==> config.mk <==
export PLATFORM = sky130hd
export DESIGN_NAME = cordic_iter_ctrl_flat
export DESIGN_NICKNAME = d
export VERILOG_FILES = /design/src/rtl/cordic_iter_ctrl_if.sv /design/src/rtl/cordic_iter_ctrl.sv /design/src/flat_wrapper.sv
export SDC_FILE = /design/constraint.sdc
export NUM_CORES = 1
export LEC_CHECK = 0
export ABC_AREA = 1
export CAP_MARGIN = 5
export CELL_PAD_IN_SITES_DETAIL_PLACEMENT = 1
export CELL_PAD_IN_SITES_GLOBAL_PLACEMENT = 2
export CORE_ASPECT_RATIO = 1.4
export CORE_MARGIN = 5
export CORE_UTILIZATION = 33
export CTS_CLUSTER_SIZE = 16
export DETAILED_ROUTE_END_ITERATION = 8
export PLACE_DENSITY_LB_ADDON = 0.1
export SLEW_MARGIN = 20
export SYNTH_ARGS = -nofsm -noshare
export SYNTH_HDL_FRONTEND = slang
export SYNTH_SLANG_ARGS = --single-unit
==> constraint.sdc <==
create_clock -name clk -period 6.4 [get_ports clk]
set_clock_uncertainty 0.2 [all_clocks]
set_input_delay 0.96 -clock clk [delete_from_list [all_inputs] [get_ports clk]]
set_output_delay 0.96 -clock clk [all_outputs]
set_load 0.005 [all_outputs]
==> src/rtl/cordic_iter_ctrl_if.sv <==
// Handshake and operand/result bundle for cordic_iter_ctrl.
//   start, mode, x_in, y_in, z_in : request side (driven by the master)
//   busy, done, x_out, y_out, z_out : status/result side (driven by the slave)
interface cordic_iter_ctrl_if #(
  parameter int unsigned WIDTH = 18
);
  logic                    start;
  logic                    mode;
  logic signed [WIDTH-1:0] x_in;
  logic signed [WIDTH-1:0] y_in;
  logic signed [WIDTH-1:0] z_in;
  logic                    busy;
  logic                    done;
  logic signed [WIDTH-1:0] x_out;
  logic signed [WIDTH-1:0] y_out;
  logic signed [WIDTH-1:0] z_out;

  modport master (
    output start, mode, x_in, y_in, z_in,
    input  busy, done, x_out, y_out, z_out
  );

  modport slave (
    input  start, mode, x_in, y_in, z_in,
    output busy, done, x_out, y_out, z_out
  );
endinterface

==> src/rtl/cordic_iter_ctrl.sv <==
// Iterative CORDIC engine: one micro-rotation per clock, ITER rotations per
// operation, rotation (z -> 0) or vectoring (y -> 0) mode, no gain correction.
// Ports:
//   clk, rst_n : clock, asynchronous active-low reset
//   bus        : slave side of cordic_iter_ctrl_if (start/mode/operands in,
//                busy/done/saturated results out, all outputs registered)
// Angles are signed WIDTH-bit with 2^(WIDTH-1) = pi rad.
module cordic_iter_ctrl #(
  parameter int unsigned WIDTH = 18,
  parameter int unsigned ITER  = 16
) (
  input  logic                 clk,
  input  logic                 rst_n,
  cordic_iter_ctrl_if.slave    bus
);

  localparam int unsigned WW = WIDTH + 2;        // work width incl. guard bits
  localparam int unsigned CW = $clog2(ITER);     // iteration counter width

  typedef enum logic [1:0] {
    S_IDLE = 2'd0,
    S_RUN  = 2'd1,
    S_DONE = 2'd2
  } state_t;

  // atan(2^-i) scaled so that pi = 2^31, rounded to nearest
  localparam logic [31:0] ATAN_T [32] = '{
    32'h20000000, 32'h12E4051E, 32'h09FB385B, 32'h051111D4,
    32'h028B0D43, 32'h0145D7E1, 32'h00A2F61E, 32'h00517C55,
    32'h0028BE53, 32'h00145F2F, 32'h000A2F98, 32'h000517CC,
    32'h00028BE6, 32'h000145F3, 32'h0000A2FA, 32'h0000517D,
    32'h000028BE, 32'h0000145F, 32'h00000A30, 32'h00000518,
    32'h0000028C, 32'h00000146, 32'h000000A3, 32'h00000051,
    32'h00000029, 32'h00000014, 32'h0000000A, 32'h00000005,
    32'h00000003, 32'h00000001, 32'h00000001, 32'h00000000
  };

  // Rescale the 2^31 = pi table to 2^(WIDTH-1) = pi with round-half-up
  function automatic logic signed [WW-1:0] atan_rom(input logic [CW-1:0] idx);
    logic [32:0] t;
    t = {ATAN_T[5'(idx)], 1'b0} + (33'd1 << (32 - WIDTH));
    return WW'(t >> (33 - WIDTH));
  endfunction

  // Clamp a guard-bit work value into the signed WIDTH-bit range
  function automatic logic signed [WIDTH-1:0] sat(input logic signed [WW-1:0] v);
    if ((&v[WW-1:WIDTH-1]) || !(|v[WW-1:WIDTH-1]))
      return v[WIDTH-1:0];
    else if (v[WW-1])
      return {1'b1, {(WIDTH-1){1'b0}}};
    else
      return {1'b0, {(WIDTH-1){1'b1}}};
  endfunction

  state_t                  state_q, state_d;
  logic [CW-1:0]           i_q, i_d;
  logic                    mode_q, mode_d;
  logic signed [WW-1:0]    x_q, x_d, y_q, y_d, z_q, z_d;
  logic signed [WIDTH-1:0] xo_q, xo_d, yo_q, yo_d, zo_q, zo_d;
  logic                    busy_q, busy_d, done_q, done_d;

  logic                    neg_c;   // micro-rotation direction d = -1
  logic signed [WW-1:0]    x_sh_c, y_sh_c, atan_c;

  assign neg_c  = mode_q ? ~y_q[WW-1] : z_q[WW-1];
  assign x_sh_c = x_q >>> i_q;
  assign y_sh_c = y_q >>> i_q;
  assign atan_c = atan_rom(i_q);

  // Next-state, datapath and registered-output decode
  always_comb begin
    state_d = state_q;
    i_d     = i_q;
    mode_d  = mode_q;
    x_d     = x_q;
    y_d     = y_q;
    z_d     = z_q;
    xo_d    = xo_q;
    yo_d    = yo_q;
    zo_d    = zo_q;

    unique case (state_q)
      S_IDLE: begin
        if (bus.start) begin
          state_d = S_RUN;
          mode_d  = bus.mode;
          x_d     = WW'(bus.x_in);
          y_d     = WW'(bus.y_in);
          z_d     = WW'(bus.z_in);
          i_d     = '0;
        end
      end
      S_RUN: begin
        if (neg_c) begin
          x_d = x_q + y_sh_c;
          y_d = y_q - x_sh_c;
          z_d = z_q + atan_c;
        end else begin
          x_d = x_q - y_sh_c;
          y_d = y_q + x_sh_c;
          z_d = z_q - atan_c;
        end
        i_d = i_q + CW'(1);
        if (i_q == CW'(ITER - 1)) begin
          state_d = S_DONE;
          i_d     = '0;
          xo_d    = sat(x_d);
          yo_d    = sat(y_d);
          zo_d    = sat(z_d);
        end
      end
      S_DONE: begin
        state_d = S_IDLE;
      end
      default: begin
        state_d = S_IDLE;
      end
    endcase

    busy_d = (state_d == S_RUN);
    done_d = (state_d == S_DONE);
  end

  // State and datapath registers
  always_ff @(posedge clk or negedge rst_n) begin
    if (!rst_n) begin
      state_q <= S_IDLE;
      i_q     <= '0;
      mode_q  <= 1'b0;
      x_q     <= '0;
      y_q     <= '0;
      z_q     <= '0;
      xo_q    <= '0;
      yo_q    <= '0;
      zo_q    <= '0;
      busy_q  <= 1'b0;
      done_q  <= 1'b0;
    end else begin
      state_q <= state_d;
      i_q     <= i_d;
      mode_q  <= mode_d;
      x_q     <= x_d;
      y_q     <= y_d;
      z_q     <= z_d;
      xo_q    <= xo_d;
      yo_q    <= yo_d;
      zo_q    <= zo_d;
      busy_q  <= busy_d;
      done_q  <= done_d;
    end
  end

  assign bus.busy  = busy_q;
  assign bus.done  = done_q;
  assign bus.x_out = xo_q;
  assign bus.y_out = yo_q;
  assign bus.z_out = zo_q;

endmodule
==> src/flat_wrapper.sv <==
// flat-port wrapper written by rule: the top's interface ports become plain ports
module cordic_iter_ctrl_flat 
#(
  parameter int unsigned WIDTH = 18,
  parameter int unsigned ITER  = 16
)
  (clk, rst_n, bus_start, bus_mode, bus_x_in, bus_y_in, bus_z_in, bus_busy, bus_done, bus_x_out, bus_y_out, bus_z_out);
  cordic_iter_ctrl_if #(.WIDTH(WIDTH)) bus_i ();
  input  logic clk;
  input  logic rst_n;
  input wire logic [$bits(bus_i.start)-1:0] bus_start;
  input wire logic [$bits(bus_i.mode)-1:0] bus_mode;
  input wire logic [$bits(bus_i.x_in)-1:0] bus_x_in;
  input wire logic [$bits(bus_i.y_in)-1:0] bus_y_in;
  input wire logic [$bits(bus_i.z_in)-1:0] bus_z_in;
  output wire logic [$bits(bus_i.busy)-1:0] bus_busy;
  output wire logic [$bits(bus_i.done)-1:0] bus_done;
  output wire logic [$bits(bus_i.x_out)-1:0] bus_x_out;
  output wire logic [$bits(bus_i.y_out)-1:0] bus_y_out;
  output wire logic [$bits(bus_i.z_out)-1:0] bus_z_out;
  assign bus_i.start = bus_start;
  assign bus_i.mode = bus_mode;
  assign bus_i.x_in = bus_x_in;
  assign bus_i.y_in = bus_y_in;
  assign bus_i.z_in = bus_z_in;
  assign bus_busy = bus_i.busy;
  assign bus_done = bus_i.done;
  assign bus_x_out = bus_i.x_out;
  assign bus_y_out = bus_i.y_out;
  assign bus_z_out = bus_i.z_out;
  cordic_iter_ctrl #(.WIDTH(WIDTH), .ITER(ITER)) u_core (.clk(clk), .rst_n(rst_n), .bus(bus_i));
endmodule
==> impl_results.md <==
* Highest metal used: met4
* CTS sink count at 123
* ANT cells at 0
* Hold Buf Count CTS at 0
* Fmax at 0.1767 GHz
* Main flop type after synthesis: dfrtp_1
* # IOs at 114
* Post-Syn Instances at between 1,500 and 2,000
* CP peak stage delay at 0.68 ns
* CTS tree: done
* First DRT Iteration DRCs at slightly below 500
* Worst-Skew Late Latency at between 0.4 and 0.5 ns
* Crit path launch type: flip-flop
* CTS Buf Count at 17
* CTS Buffer Depth at 2
* Cell Area, Synth at roughly 12,000 um^2
* DR WL met3 at about 1200 um
* RSZ-0062 raised after global routing: no
* Seq/Total Area, Yosys at 0.2530
* # DRC at 0
* Die area at 40,860 um^2
* Number of synthesized flops with an enable pin at 0
* Final hold violations at 0
* Post-CTS setup buffers at 0
* Fin crit period at approximately 5.7 ns
* Met2 WL at approximately 28,000 um
* Worst hold margin at 0.2929 ns
* Average wire per cell in the routed design at 21.63 um
* Critical path endpoint category: flip-flop
* Post-DP HPWL at between 40,000 and 50,000 um
* Htree depth at 4
* Worst hold path class: in -> async
* CP max stage cell: dfrtp_1
* Largest net degree at the start of global routing at 66
* Syn nets at 1,938
* Die Wd at ~170 um
* Root Buffer: clkbuf_16
* Routed WL at 51,120 um
* Crit-path max FO at 36
* Asr flop ratio synth at 1.000
* Netlist cell types at 52
* DIE HEIGHT at about 240 um
* Setup tns final at 0 ns
* Port Buffers at about 110
* Global-route wire length before repair at slightly below 80,000 um
* Avg Cell Area, Syn at around 6.7 um^2
* Area growth syn-to-layout at 15.86%
* # setup viols final at 0
* Final period utilization at 0.8841
* Vias in the first global route at approximately 13,000
* CP dominant cell by count: nand2_1
* Vias/cell at approximately 5.2
* Max-cap violations at 0
* Slew @ Worst Pin at approximately 0.96 ns
* Antenna Nets Post-Route at 0
* #FFs+latches synth at approximately 120
* Relative slew slack at 0.3577
* Total GRT Usage at 0.2512
* Yosys warns at 0
* Fin nets at 2,014
* Slew Viols, Final at 0
* Pre-Repair DR Iteration Count at 5
* CTS-repair resized insts at 0
* Status: finished clean
* M1 wire length at approximately 19,000 um
* Crit path DAT at approximately 5.7 ns
* Core Region at 36,560 um^2
* Clock transition at the registers of the reported paths at 0.06 ns
* Rows at just over 80
* Routed vias at roughly 12,000
* Worst setup path class: reg -> reg
* Remaining global-route overflow at 0
* Initial antenna violation count at 0
* Initial Utilization at 0.3328
* GP Congestion at slightly above 0.9
* Share of layout cells above drive strength 1 at 0.08962
* CP required at 6.48 ns
## final cells by class
type	instances	area, um^2
tap	467	584.3
inverter	155	594.3
clock inverter	11	87.58
sequential	123	3080
clock buffer	21	460.4
timing repair buffer	129	1252
multi-input combinational	1458	8036
fill	4776	22460
## logic make-up after synthesis
kind of cell / Yosys count / synth area share
AOI/OAI and AO/OA: 366 / 0.1775
xor gates and xnor gates: 100 / 0.07199
adders and majority gates: 72 / 0.07590
buffers and inverters: 227 / 0.08875
DFF: 123 / 0.2530
and+or+nand+nor: 920 / 0.3329
## state kept, by name, summed over array words and instances, names as in the netlist
name and cells:
u_core.bus.busy 1, u_core.bus.done 1, u_core.bus.x_out 18, u_core.bus.y_out 18
u_core.bus.z_out 18, u_core.i_q 4, u_core.mode_q 1, u_core.state_q 2
u_core.x_q 20, u_core.y_q 20, u_core.z_q 20
## through the flow
step / setup slack [ns] / cells / util / cell area (um^2)
detailed placement: 0.7638 / 2332 / 0.3706 / 13550
floorplan: 1.688 / 1808 / - / 12170
finish: 0.7417 / 2364 / 0.3856 / 14100
global route: 0.1877 / 2364 / 0.3856 / 14100
global placement: 0.8719 / 2332 / 0.3706 / 13550
CTS: 0.7354 / 2364 / 0.3856 / 14100
## routing by layer
| metal | vias to the layer above | global-route usage |
|---|---|---|
| met5 | - | 0 |
| met4 | 0 | 0.1280 |
| met3 | 81 | 0.02745 |
| met2 | 207 | 0.4844 |
| met1 | 5992 | 0.2619 |
| li1 | 6121 | - |
## worst paths after layout
check                          startpoint                   to  slack (ns)  cells after the start
min                                 rst_n       u_core.z_q[14]        0.29                      1
min reg2reg                u_core.z_q[13]       u_core.z_q[13]        0.31                      2
max in group asynchronous           rst_n       u_core.x_q[17]        4.32                      2
max                         u_core.i_q[2]  u_core.bus.y_out[6]        0.74                     25
min in group clk           u_core.z_q[13]       u_core.z_q[13]        0.31                      2
max reg2reg                 u_core.i_q[2]  u_core.bus.y_out[6]        0.74                     25
## worst max-delay path: cells and delay by family (launching register included)
family / cells / cell delay, ns
buf+inv: 3 / 0.50
xor+xnor: 2 / 0.39
fa+ha+maj: 2 / 0.52
flops: 1 / 0.68
simple gates: 15 / 2.20
compound gates: 3 / 0.99
## layout by cell type, fill, tap and decap left out, types with 3 or more instances in the layout
cell type	synthesis	final
nand2_2	30	30
inv_2	8	9
xor2_1	72	72
buf_4	7	16
clkinvlp_4	0	4
nand4_1	12	12
o31ai_1	9	9
ha_1	69	69
inv_6	2	5
fa_1	3	3
nand2_4	6	6
a31oi_1	9	9
clkinv_4	0	3
a21oi_2	31	31
nand3_4	5	5
a21oi_4	4	4
nand3_1	172	172
nor2_2	10	9
nand2_1	469	469
o21ai_2	4	4
a21o_1	3	3
xnor2_1	28	28
o22ai_1	12	12
o21ai_0	103	103
inv_1	142	142
nor3_1	16	16
o21bai_1	6	6
clkdlybuf4s50_1	0	112
nor2_4	2	6
nor2_1	180	177
o21ai_1	14	14
o21a_1	3	3
nand3_2	11	11
clkbuf_16	0	17
a21oi_1	143	143
dfrtp_1	123	121
o211ai_1	18	18
## synth_stat cells (5+ instances only)
library cell	instances	share of area
a21oi_1	143	0.059
a21oi_2	31	0.022
a31oi_1	9	0.0046
buf_2	13	0.0053
buf_4	7	0.0043
buf_6	17	0.016
clkbuf_1	30	0.0093
dfrtp_1	123	0.25
ha_1	69	0.071
inv_1	142	0.044
inv_2	8	0.0025
nand2_1	469	0.14
nand2_2	30	0.015
nand2_4	6	0.0056
nand3_1	172	0.071
nand3_2	11	0.0091
nand3_4	5	0.0072
nand4_1	12	0.0062
nor2_1	180	0.056
nor2_2	10	0.0051
nor3_1	16	0.0066
o211ai_1	18	0.011
o21ai_0	103	0.042
o21ai_1	14	0.0058
o21bai_1	6	0.0037
o22ai_1	12	0.0062
o31ai_1	9	0.0056
xnor2_1	28	0.020
xor2_1	72	0.052
Power is not shown: default switching activity piles up to over one toggle a cycle in this logic, so the estimate is an artifact.
